**src/rtl/serial_subtractor.sv**
```systemverilog
// rtl/serial_subtractor.sv - bit-serial two's-complement subtractor, diff = a - b - bin
//
// Computes one result bit per clock, LSB first, through a single full-subtractor
// cell. A start pulse in IDLE or DONE latches the operands. WIDTH bit edges
// later the FSM enters DONE for one cycle with diff/bout valid. The result is
// held until the next operation begins shifting.
//
// Parameters:
//   WIDTH  operand/result width in bits (>= 2)
// Ports:
//   clk    in   rising-edge clock
//   rst_n  in   asynchronous active-low reset
//   start  in   operation request, honoured only in IDLE or DONE
//   a      in   minuend, sampled with start
//   b      in   subtrahend, sampled with start
//   bin    in   borrow-in, sampled with start
//   busy   out  high while bits are being processed
//   done   out  one-cycle pulse, diff/bout valid
//   diff   out  result (intermediate while busy)
//   bout   out  borrow-out, 1 when a < b + bin (unsigned)
//   ovf    out  signed overflow, present only with SERIAL_SUBTRACTOR_OVF_EN
//
// Optional feature macro: SERIAL_SUBTRACTOR_OVF_EN
module serial_subtractor #(
    parameter int WIDTH = 4
) (
    input  logic             clk,
    input  logic             rst_n,
    input  logic             start,
    input  logic [WIDTH-1:0] a,
    input  logic [WIDTH-1:0] b,
    input  logic             bin,
    output logic             busy,
    output logic             done,
    output logic [WIDTH-1:0] diff,
    output logic             bout
`ifdef SERIAL_SUBTRACTOR_OVF_EN
    ,
    output logic             ovf
`endif
);

    localparam int            CW   = (WIDTH > 2) ? $clog2(WIDTH) : 1;
    localparam logic [CW-1:0] LAST = CW'(WIDTH - 1);

    typedef enum logic [1:0] {
        S_IDLE  = 2'd0,
        S_SHIFT = 2'd1,
        S_DONE  = 2'd2
    } state_t;

    state_t           state_q;
    logic [WIDTH-1:0] a_q;
    logic [WIDTH-1:0] b_q;
    logic [WIDTH-1:0] diff_q;
    logic [CW-1:0]    cnt_q;
    logic             br_q;
    logic             bout_q;
    logic             busy_q;
    logic             done_q;
`ifdef SERIAL_SUBTRACTOR_OVF_EN
    logic             ovf_q;
`endif

    // Full-subtractor cell on the current LSBs and the running borrow.
    logic bit_d;
    logic br_d;

    always_comb begin
        bit_d = a_q[0] ^ b_q[0] ^ br_q;
        br_d  = (~a_q[0] & b_q[0]) | (~a_q[0] & br_q) | (b_q[0] & br_q);
    end

    always_ff @(posedge clk or negedge rst_n) begin
        if (!rst_n) begin
            state_q <= S_IDLE;
            a_q     <= '0;
            b_q     <= '0;
            diff_q  <= '0;
            cnt_q   <= '0;
            br_q    <= 1'b0;
            bout_q  <= 1'b0;
            busy_q  <= 1'b0;
            done_q  <= 1'b0;
`ifdef SERIAL_SUBTRACTOR_OVF_EN
            ovf_q   <= 1'b0;
`endif
        end else begin
            case (state_q)
                // DONE accepts a new start exactly like IDLE so that
                // back-to-back operations need no gap cycle.
                S_IDLE, S_DONE: begin
                    done_q <= 1'b0;
                    if (start) begin
                        a_q     <= a;
                        b_q     <= b;
                        br_q    <= bin;
                        cnt_q   <= '0;
                        busy_q  <= 1'b1;
                        state_q <= S_SHIFT;
                    end else begin
                        busy_q  <= 1'b0;
                        state_q <= S_IDLE;
                    end
                end
                S_SHIFT: begin
                    diff_q <= {bit_d, diff_q[WIDTH-1:1]};
                    a_q    <= a_q >> 1;
                    b_q    <= b_q >> 1;
                    br_q   <= br_d;
                    cnt_q  <= cnt_q + 1'b1;
                    if (cnt_q == LAST) begin
                        bout_q  <= br_d;
`ifdef SERIAL_SUBTRACTOR_OVF_EN
                        // Borrow into the MSB differs from borrow out of it.
                        ovf_q   <= br_q ^ br_d;
`endif
                        busy_q  <= 1'b0;
                        done_q  <= 1'b1;
                        state_q <= S_DONE;
                    end
                end
                default: begin
                    busy_q  <= 1'b0;
                    done_q  <= 1'b0;
                    state_q <= S_IDLE;
                end
            endcase
        end
    end

    assign busy = busy_q;
    assign done = done_q;
    assign diff = diff_q;
    assign bout = bout_q;
`ifdef SERIAL_SUBTRACTOR_OVF_EN
    assign ovf  = ovf_q;
`endif

endmodule

```
**config.mk**
```make
export PLATFORM = sky130hd
export DESIGN_NAME = serial_subtractor
export DESIGN_NICKNAME = d
export VERILOG_FILES = /design/src/rtl/serial_subtractor.sv
export SDC_FILE = /design/constraint.sdc
export NUM_CORES = 1
export LEC_CHECK = 0
export BUFFER_PORTS_ARGS = -buffer_cell sky130_fd_sc_hd__clkbuf_2
export CORE_ASPECT_RATIO = 0.9
export CORE_MARGIN = 2
export CORE_UTILIZATION = 27
export DETAILED_ROUTE_END_ITERATION = 8
export PLACE_DENSITY_LB_ADDON = 0.12
export SLEW_MARGIN = 40
export SYNTH_ARGS = -nofsm -noshare
export SYNTH_HDL_FRONTEND = slang
export SYNTH_SLANG_ARGS = --single-unit
export TNS_END_PERCENT = 5
```
**constraint.sdc**
```tcl
create_clock -name clk -period 1.9 [get_ports clk]
set_clock_uncertainty 0.15 [all_clocks]
set_input_delay 0.095 -clock clk [delete_from_list [all_inputs] [get_ports clk]]
set_output_delay 0.095 -clock clk [all_outputs]
set_load 0.005 [all_outputs]
```
== Yosys cells after proc, flatten, opt, wreduce, memory -nomap -nowiden ==
Index checks and enable logic that the tools add are counted.

* Muxes and demuxes: 16
* Eq/ne operators: 5
* Shift-type cells: 0
* Add/sub/neg operators: 1
* Order comparisons: 0
* Reductions and logical operators: 5
* Multiply operators: 0
* Divide/modulo/power cells: 0
* Bitwise logic cells: 8

{| class="wikitable"
|+ Operator list
! operator !! number
|-
| $pmux W4 S2 || 2
|-
| $mux W4 || 2
|-
| $pmux W2 S2 || 2
|-
| $mux W1 || 6
|-
| $eq A2 B2 Y1 const B || 2
|-
| $mux W2 || 2
|-
| $ne A2 B2 Y1 const B || 2
|-
| $pmux W1 S2 || 2
|-
| $reduce_and A2 Y1 || 2
|-
| $and A1 B1 Y1 || 3
|-
| $add A2 B1 Y2 const B || 1
|-
| $eq A2 B1 Y1 const B || 1
|-
| $logic_not A2 Y1 || 1
|-
| $or A1 B1 Y1 || 2
|-
| $reduce_bool A2 Y1 || 1
|-
| $reduce_or A2 Y1 || 1
|-
| $xor A1 B1 Y1 || 2
|-
| $not A1 Y1 || 1
|}

* Output and inout port bits: 7
* Memory bits (writable): 0
* Flip-flop bits (word level): 20
* Latch bits: 0
* Bits in read-only memories: 0
* Memories: 0
* Word-level logic and storage cells: 44
* Input port bits: 12

== Logic depth before layout (Yosys ltp) ==
Gate-level depths: netlist of the first run.

* Word-level depth: 5
* Mapped depth: 4
* Depth with buffers taken out: 4

== Worst setup path before layout of the first run ==
No wires, ideal clock.

* Path type: register to register
* From: register cnt_q[0]
* To: register cnt_q[1]
* Period minus slack after synthesis: 1419 ps
* Buffers on the path: 0
* Cell stages (with the launch flop): 4
* Setup time: 121 ps
* Required time: 1629 ps
* Arrival time: 1148 ps
* Setup slack: 481 ps
* Cells stage by stage: dfrtp_1 > ha_1 > mux2_1 > a22o_1

* Word-level cells in the longest chain between the ends: 2

{| class="wikitable"
|+ Ends and longest elaborated chain
! what !! line !! text
|-
| from (decl) || 56 || <nowiki>logic [CW-1:0] cnt_q;</nowiki>
|-
| from (signal assigned) || 111 || <nowiki>cnt_q <= cnt_q + 1'b1;</nowiki>
|-
| $add A2 B1 Y2 || 111 ||
|-
| $pmux W2 S2 || 89 || <nowiki>case (state_q)</nowiki>
|}

Every way passes these cells.
A chain may end at the register's enable or synchronous reset.

== Final worst setup path of the first run ==
Ends and elaborated chain as after synthesis.

==> results of run 1 <==
-- cell type report --
| class | instances | share of cell area [%] |
|---|---|---|
| Multi-Input combinational cell | 44 | 36.29 |
| Clock buffer | 4 | 3.797 |
| Inverter | 4 | 1.266 |
| Sequential cell | 19 | 40.08 |
| Timing Repair Buffer | 26 | 13.92 |
| Tap cell | 44 | 4.641 |
-- placed cells by master, fill, tap and decap left out --
cell type,instances
mux2i_1,24
nand3b_1,1
clkbuf_8,3
nand3_1,2
a22o_1,2
o31ai_1,1
inv_1,4
xnor2_1,1
fa_1,1
mux2_1,1
buf_4,2
clkbuf_2,18
o21ai_0,3
clkbuf_1,1
ha_1,1
dlygate4sd3_1,6
nor2_1,1
nand2b_1,1
dfrtp_1,19
nand2b_4,1
mux2_4,3
mux2_2,1
-- final timing paths --
path,start,to,slack [ps],cells past startpoint
setup / recovery,cnt_q[0],cnt_q[1],440,3
hold / removal,b[2],b_q[2],-6,3
setup reg to reg,cnt_q[0],cnt_q[1],440,3
hold reg to reg,diff[0],diff[0],360,1
max in group asynchronous,rst_n,state_q[0],1070,2
min in group asynchronous,rst_n,a_q[1],190,2
-- sequential cells by signal, summed over array words and instances (netlist names) --
name	cells
br_q	1
bout	1
busy	1
diff	4
state_q	2
a_q	4
b_q	4
cnt_q	2
-- per-layer routing --
| metal | vias up | global-route usage (%) | part of all wire (%) |
|---|---|---|---|
| met1 | 303 | 12.06 | 47 |
| met3 | 2 | 4.082 | 4.9 |
| met2 | 11 | 16.14 | 47 |
| met5 | - | 0 | 0 |
| met4 | 0 | 2.624 | 1.0 |
| li1 | 302 | - | - |
-- where the power goes --
part	total (uW)	leakage (uW)	internal [uW]	switching, uW
combinational	696	0.000326	421	275
sequential	780	0.000235	597	182
clock	272	0.0000228	149	124
total	1750	0.000584	1170	581
-- metrics by stage --
stage	instance area [sq um]	hold WS, ps	cells
4_1_cts	1176	1.677	140
5_1_grt	1186	11.14	141
3_5_place_dp	1081	-67.98	131
2_1_floorplan	963.4	-350.6	72
3_3_place_gp	1081	-50.31	131
6_report	1186	-5.540	141
-- kinds of logic after synthesis --
group,count (synthesis)
xor+xnor,1
mux,29
buf+inv,9
flops,19
compound gates,6
simple gates,6
fa+ha+maj,2
-- worst reg2reg max path, cell delays in order (launching register included) --
cell and delay [ps]:
dfrtp_1 410, ha_1 290, mux2_1 280, a22o_1 230
-- what timing repair did --
action                                 in CTS  in global routing
setup endpoints to repair                   0                  0
hold buffers                                5                  1
endpoints found under the hold margin      23                  1
==> impl_results.md, run 1 <==
* Status: finished, violations left
* Failing checks: negative hold slack
* Hold Fails Final Rpt at 1
* Largest net degree at the start of global routing at 20
* Compound-Gate Fraction of Synth Area at slightly above 4%
* # rows at 20
* Share of cells above drive strength 1 at around 29%
* Port bufs at 18
* Max Cap Viol at 0
* Post-synth ARST share at 100.0%
* Distinct cells, synth at 20
* Sequential share of the synthesized area at about half
* Clock Latency Late Sink at between 200 and 300 ps
* Area Overhead vs Synth at 23.12%
* RSZ-0062 raised after global routing: no
* Initial antenna violation count at 0
* Most common library cells after synthesis: mux2i_1 (24), dfrtp_1 (19), inv_1 (4), mux2_4 (3), o21ai_0 (3)
* Adder-cell share of the synthesized area at roughly 3.4%
* Fin crit share at between 70 and 80%
* Worst Tran Pin Value at ~500 ps
* Avg WL per Cell at ~12 microns
* Die Span Y at slightly above 60 microns
* DP HPWL at 1243 microns
* HP Class: primary input to flip-flop
* Core area at 3403 sq um
* Share of the synthesized area in the top cell type at ~50%
* DR vias at roughly 600
* Final setup violating endpoints at 0
* Initial Util at between 20 and 30%
* Simple-Gate Fraction of Synth Area at 4.286%
* Tot Pwr at between 1500 and 2000 uW
* Setup crit end kind: flip-flop
* Net count after synthesis at 86
* # diodes at 0
* H-tree depth at 1
* Final Critical Period at about 1500 ps
* Mapped Area at approximately 960 sq um
* Multi-input gate area at between 400 and 500 sq um
* Largest family of logic cells by synthesized area: multiplexers
* Tot GR Track Use at slightly below 10%
* Post-synth top area cell: dfrtp_1
* # nets final at 112
* Slew HR at 66.44%
* Post-DRT Antenna Nets at 0
* Core Util, Final at a little over a third
* Worst setup SP type: flip-flop
* Clk sinks at 19
* Die Wd at approximately 67 microns
* Dpl ws at about 450 ps
* Worst vdd ir at 464.1 uV
* Critical path data arrival time at 1440 ps
* Clk slew on worst S/H paths at roughly 70 ps
* Final wirelength at about 1700 microns
* CTS Buffer Depth at 2
* Reg area at 475.5 sq um
* Synth Instances at about 70
* Remaining Overflow, GRT at 0
* DR iter-0 viols at 14
* Worst hold slack at -5.540 ps
* DRT Pass-1 Iters at 2
* Pins Over Slew Limit at 0
* Cell Chain, Critical Path: ha_1, mux2_1, a22o_1
* Buffer and inverter count on the worst path at 0
* Mux cell area share after synthesis at approximately a third
* TritonCTS Buffers at 3
* Avg Inst Size Synth at 13.38 sq um
* Vias per cell at roughly 4.4
* CTS tree: yes
* Gpl congestion at between 0.6 and 0.7
* Slowest CP cell: dfrtp_1
* Main synth FF type: dfrtp_1
* Yosys warning total at 0
* Critical path peak fanout at 3
* Cell with the most instances after synthesis: mux2i_1
* Top delay family on crit path: flip-flops
* Cts repair resizes at 0
* Power Density at 1474 nW/um^2
* Vias in the first global route at between 500 and 600
* Drt drc at 0
* Leakage dissipation at a little under 0.0006 uW
* Highest Clock Rate at between 0.6 and 0.7 GHz
* Setup TNS at 0 ps
* Filler cell count at about 360
* Die ar. at 4063 sq um
* Worst stage delay on the critical path at slightly above 400 ps
* Final worst slack at roughly 440 ps
* CP Class: flip-flop to flip-flop
* Post-synth EDFFs at 0
* First-pass GRT wire length at around 2800 microns
* # IOs at 19
* Crit path required time at between 1500 and 2000 ps
* Root Buffer: clkbuf_8
* Postcts setup bufs at 0
* Xor and xnor area share after synthesis at less than 1%
* Flops & latches, synth at 19
* Synth area leaders: dfrtp_1 (49%), mux2i_1 (25%), mux2_4 (4.7%)
No activity file was read; power rests on OpenSTA's default activity.
==> inputs of run 2 (changes only) <==
--- a/config.mk
+++ b/config.mk
@@ -5,6 +5,7 @@
 export SDC_FILE = /design/constraint.sdc
 export NUM_CORES = 1
 export LEC_CHECK = 0
+export ABC_AREA = 1
 export BUFFER_PORTS_ARGS = -buffer_cell sky130_fd_sc_hd__clkbuf_2
 export CORE_ASPECT_RATIO = 0.9
 export CORE_MARGIN = 2
==> constraint.sdc (replaced) <==
create_clock -name clk -period 1.2 [get_ports clk]
set_clock_uncertainty 0.15 [all_clocks]
set_input_delay 0.06 -clock clk [delete_from_list [all_inputs] [get_ports clk]]
set_output_delay 0.06 -clock clk [all_outputs]
set_load 0.005 [all_outputs]
==> run 2 against run 1 <==
The flow finishes with violations (negative setup slack). Register-to-register slack worse by 540 ps. Die area up 1.6%. Synthesized cell count up 51%. Worst setup slack worse by 540 ps. Sequential power up 50%. Combinational power rose to 3.1 times the previous value. Global-route usage up 3.0 points. Critical endpoint is now br_q.
==> impl_results.md, run 2 <==
* Post-synth EDFFs at 0
* Power share of the sequential group at slightly above 30%
* Worst vdd ir at 954.9 uV
* Gpl congestion at a little over 0.7
* Yosys warning total at 0
* DR iter-0 viols at 38
* Final worst slack at -102.1 ps
* Worst Tran Pin Value at about 500 ps
* Highest Clock Rate at 0.7680 GHz
* Crit path required time at 1210 ps
* Most common cell after layout, fill and taps aside: nand2_1
* H-tree depth at 1
* First-pass GRT wire length at approximately 3800 microns
* # IOs at 19
* CTS tree: yes
* Share of cells above drive strength 1 at between 30% and 40%
* Share of the synthesized area in the top cell type at roughly 49%
* Setup crit end kind: flip-flop
* Avg Inst Size Synth at about 9 sq um
* Clk sinks at 19
* Final wirelength at 2096 microns
* # diodes at 0
* Sequential share of the synthesized area at between 40% and 50%
* Core Util, Final at around 40%
* Sw frac at between 40 and 50%
* # nets final at 164
* Clock Latency Late Sink at between 200 and 300 ps
* Cell with the most instances after synthesis: nand2_1
* Port bufs at 18
* Cells after DPL at 179
* CTS Buffer Depth at 2
* # rows at 20
* Slew HR at between 60% and 70%
* Status: finished, violations left
* Post-synth top area cell: dfrtp_1
* Final Critical Period at 1302 ps
* Vias per cell at 3.979
* Met1 Routed Length at 1105 microns
* Mapped Area at roughly 980 sq um
* Failing checks: negative setup slack
* Pins Over Slew Limit at 0
* Tot GR Track Use at between 10% and 20%
* Fin crit share at 108.5%
* Largest net degree at the start of global routing at 20
* Critical path data arrival time at ~1300 ps
* Met2 wire length at between 800 and 900 microns
* Vias in the first global route at slightly above 800
* NetSw at roughly 1500 uW
* Root Buffer: clkbuf_8
* Main synth FF type: dfrtp_1
* DRT Pass-1 Iters at 3
* Die Span Y at ~61 microns
* Post-synth ARST share at 100.0%
* Most common library cells after synthesis: nand2_1 (35), dfrtp_1 (19), inv_1 (18), nand3_1 (8), nand3_2 (7)
* DR vias at around 770
* Filler cell count at ~360
* Flops & latches, synth at 19
* CP Class: flip-flop to flip-flop
* Die Wd at roughly 67 microns
* HP Class: primary input to flip-flop
* Avg WL per Cell at approximately 11 microns
* Post-DRT Antenna Nets at 0
* Leakage dissipation at between 0.0007 and 0.0008 uW
* Pint at about 2200 uW
* Remaining Overflow, GRT at 0
* DR WL met3 at between 80 and 90 microns
* Finished Layout Cells at 193
* Area Overhead vs Synth at 39.85%
* Tot Pwr at approximately 3800 uW
* Final setup violating endpoints at 3
* Distinct cells, synth at 18
* Comb pwr share at 56.7%
* Max Used Layer: met4
* Power Density at roughly 2700 nW/um^2
* Synth area leaders: dfrtp_1 (49%), nand2_1 (13%), nand3_2 (7.2%)
* Drt drc at 0
* RSZ-0062 raised after global routing: yes
* Net count after synthesis at approximately 120
* Critical path peak fanout at 2
* Core area at between 3000 and 4000 sq um
* Clk slew on worst S/H paths at approximately 80 ps
* Commonest non-fill, non-tap cells in the layout: nand2_1 (34), dfrtp_1 (18), clkbuf_2 (18)
* Die ar. at between 4000 and 5000 sq um
* Initial antenna violation count at 0
* Hold Fails Final Rpt at 0
* DP HPWL at about 1600 microns
* Max Cap Viol at 0
* Worst hold slack at approximately 16 ps
* Worst setup SP type: flip-flop
* TritonCTS Buffers at 3
* Initial Util at ~29%
* Synth Instances at approximately 110
* Clock Power Share at 12.3%
## run 2: cell types whose count changed after synthesis, moves of 3 or more
cell	change
nand2_1	+35
mux2i_1	-24
inv_1	+14
nand3_2	+7
nand3_1	+6
o21ai_1	+4
mux2_4	-3
nand2_4	+3
## run 2: layer usage
layer  vias to the layer above  global-route usage, %
met2                        10                  19.05
met3                         2                  4.388
met1                       345                  18.08
li1                        411                      -
met4                         0                  2.624
met5                         -                      0
## run 2: power by group through the flow
stage | Sequential, uW | Combinational (uW) | Clock [uW]
after floorplan | 1130 | 1330 | 0
after global placement | 1170 | 2030 | 0
after detailed placement | 1180 | 2060 | 0
after CTS | 1170 | 2120 | 482
after global routing | 1210 | 2450 | 521
final | 1170 | 2130 | 460
## run 2: critical path: stages (launching register included)
cell and delay, ps:
dfrtp_1 410, fa_2 410, inv_2 60, nand3_2 70, nand3_2 60, nand2_1 50
## run 2: per-stage QoR
| step | setup WS, ps | area, sq um | setup TNS, ps |
|---|---|---|---|
| after floorplan | -53.05 | 982.2 | -95.73 |
| after global routing | -157.3 | 1370 | -683.0 |
| after global placement | -73.87 | 1205 | -185.9 |
| final | -102.1 | 1370 | -280.4 |
| after CTS | -113.8 | 1358 | -305.7 |
| after detailed placement | -107.5 | 1205 | -256.1 |
## run 2: final timing paths
kind / startpoint / slack (ps) / to / cells after the start
min in group asynchronous: rst_n / 140 / cnt_q[0] / 2
max in group asynchronous: rst_n / 400 / state_q[0] / 2
min: start / 20 / busy / 4
min reg2reg: a_q[2] / 330 / a_q[2] / 2
max: br_q / -100 / br_q / 5
max reg2reg: br_q / -100 / br_q / 5
## run 2: cells by family after synthesis
family | count (synthesis) | synth area share (%)
fa+ha+maj | 2 | 3.320
compound gates | 8 | 6.003
flops | 19 | 48.53
simple gates | 56 | 29.50
buf+inv | 24 | 12.64
## run 2: area by class of cell
class	count	area, sq um	share of cell area [%]
clock buffers	3	41.29	3.014
clock inverters	1	5.005	0.3653
inverters	21	83.83	6.119
multi-input cells	66	394.1	28.77
flip-flops and latches	19	476.7	34.79
well taps	44	55.05	4.018
repair buffers	39	314.1	22.92
## run 2: timing repair
action / CTS / global route
resized for setup: 3 / 4
buffers inserted: 0 / 0
cloned: 0 / 0
hold buffers: 10 / 0
pin swaps: 3 / 1
endpoints found under the setup margin: 5 / 13
endpoints found under the hold margin: 28 / 0
==> inputs of run 3 (changes only) <==
--- a/config.mk
+++ b/config.mk
@@ -9,7 +9,7 @@
 export BUFFER_PORTS_ARGS = -buffer_cell sky130_fd_sc_hd__clkbuf_2
 export CORE_ASPECT_RATIO = 0.9
 export CORE_MARGIN = 2
-export CORE_UTILIZATION = 27
+export CORE_UTILIZATION = 35
 export DETAILED_ROUTE_END_ITERATION = 8
 export PLACE_DENSITY_LB_ADDON = 0.12
 export SLEW_MARGIN = 40
==> run 3 against run 2 <==
The flow still finishes with violations (negative setup slack). Total power fell by 11%. Critical path depth unchanged. Core utilization increased by 7.9 points. Via count is 0.65% higher. Critical path type unchanged. Highest routed layer unchanged.
==> impl_results.md, run 3 (synthesis results as in run 2) <==
* Status: finished, violations left
* Failing checks: negative setup slack
* Pins Over Slew Limit at 0
* Worst Tran Pin Value at 484.2 ps
* CTS Buffer Depth at 2
* Cell Chain, Critical Path: fa_2, inv_2, nand3_2, nand3_2, nand2_1
* Avg WL per Cell at 10.28 microns
* Tot GR Track Use at 14.38%
* Most common cell after layout, fill and taps aside: nand2_1
* Clk sinks at 19
* Critical path data arrival time at ~1400 ps
* Final wirelength at roughly 1800 microns
* Share of cells above drive strength 1 at between 30% and 40%
* RR Endpoint: br_q
* TritonCTS Buffers at 3
* Reg area at about 480 sq um
* # nets final at 163
* Worst vdd ir at roughly 830 uV
* Tot Pwr at around 3300 uW
* Die ar. at between 3000 and 4000 sq um
* Met1 Routed Length at approximately 880 microns
* Die Wd at ~60 microns
* Hold Fails Final Rpt at 0
* First-pass GRT wire length at approximately 3500 microns
* RSZ-0062 raised after global routing: yes
* Core Util, Final at between 40% and 50%
* Power Density at around 2600 nW/um^2
* Cells after DPL at 162
* Met2 wire length at between 800 and 900 microns
* FF-to-FF Start: br_q
* Final setup violating endpoints at 3
* # IOs at 19
* Setup crit end kind: flip-flop
* Post-DRT Antenna Nets at 0
* Max Cap Viol at 0
* Worst stage delay on the critical path at about 420 ps
* Final worst slack at -92.49 ps
* Vias in the first global route at 807
* Dpl ws at -103.1 ps
* # rows at 18
* Port bufs at 18
* Slowest CP cell: dfrtp_1
* Crit path required time at approximately 1300 ps
* Clk slew on worst S/H paths at about 120 ps
* Drt drc at 0
* CTS tree: yes
* Max Used Layer: met4
* # diodes at 0
* DR vias at between 700 and 800
* Worst setup SP type: flip-flop
* Final Cell Area at ~1300 sq um
* Commonest non-fill, non-tap cells in the layout: nand2_1 (35), dfrtp_1 (18), clkbuf_2 (18)
* H-tree depth at 1
* HP Class: primary input to asynchronous set/reset pin
* Fin crit share at 107.7%
* Leakage dissipation at 0.0007158 uW
* Core area at approximately 2700 sq um
* Clock Latency Late Sink at roughly 300 ps
* Root Buffer: clkbuf_4
* Critical path peak fanout at 2
* Largest net degree at the start of global routing at 20
* Area Overhead vs Synth at 32.06%
* Initial Util at 36.25%
* DR iter-0 viols at 23
* Post-DP Area at roughly 1100 sq um
* Highest Clock Rate at slightly below 0.8 GHz
* Filler cell count at ~270
* Gpl congestion at roughly 0.66
* Most used cell, CP: nand3_2
* Remaining Overflow, GRT at 0
* CP Class: flip-flop to flip-flop
* R2r worst-path depth at 5
* DRT Pass-1 Iters at 3
* Finished Layout Cells at roughly 180
* Final Critical Period at approximately 1300 ps
* Vias per cell at ~4.3
* DR WL met3 at about 56 microns
* Slew HR at 67.72%
* Multi-input gate area at slightly below 400 sq um
* Initial antenna violation count at 0
* Worst reg2reg setup slack at -90 ps
* Die Span Y at 54.19 microns
* DP HPWL at approximately 1300 microns
-- run 3: layout make-up --
type	count	area share (%)
Inverter	21	6.480
Multi-Input combinational cell	66	29.98
Clock buffer	3	1.741
Tap cell	30	2.901
Clock inverter	1	0.3868
Sequential cell	19	36.85
Timing Repair Buffer	38	21.66
-- run 3: power breakdown --
| part | switching, uW | internal [uW] | leakage, uW |
|---|---|---|---|
| registers | 195 | 956 | 0.000234 |
| clock network | 207 | 124 | 0.0000177 |
| logic | 1000 | 858 | 0.000464 |
| total | 1400 | 1940 | 0.000716 |
-- run 3: stage by stage --
stage / setup TNS (ps) / hold slack, ps
after global placement: -135.4 / -103.4
after global routing: -577.1 / 113.1
final: -178.2 / 86.64
after floorplan: -95.73 / -385.6
after detailed placement: -184.6 / -100.4
after CTS: -210.8 / 101.3
-- run 3: timing repair --
action,4_1_cts,5_1_grt
pin swaps,3,1
setup buffers,0,1
endpoints found under the hold margin,30,0
endpoints found under the setup margin,2,16
hold buffers,11,0
gates resized for setup,2,2
-- run 3: worst max-delay path by stage --
stage / slack [ps] / to / from
detailed placement: -100 / br_q / a_q[0]
CTS: -100 / br_q / br_q
finish: -90 / br_q / br_q
global route: -140 / br_q / br_q
floorplan: -50 / br_q / a_q[0]
global placement: -80 / br_q / a_q[0]
-- run 3: layer usage --
metal  track usage, %  vias up
met5                0        -
met2            24.82       12
li1                 -      411
met1            17.62      348
met3            4.327        2
met4            3.333        0
-- run 3: worst max-delay path: cells and delay by family (launching register included) --
family	cells	cell delay (ps)
fa+ha+maj	1	400
buf+inv	1	60
flops	1	420
simple gates	3	170
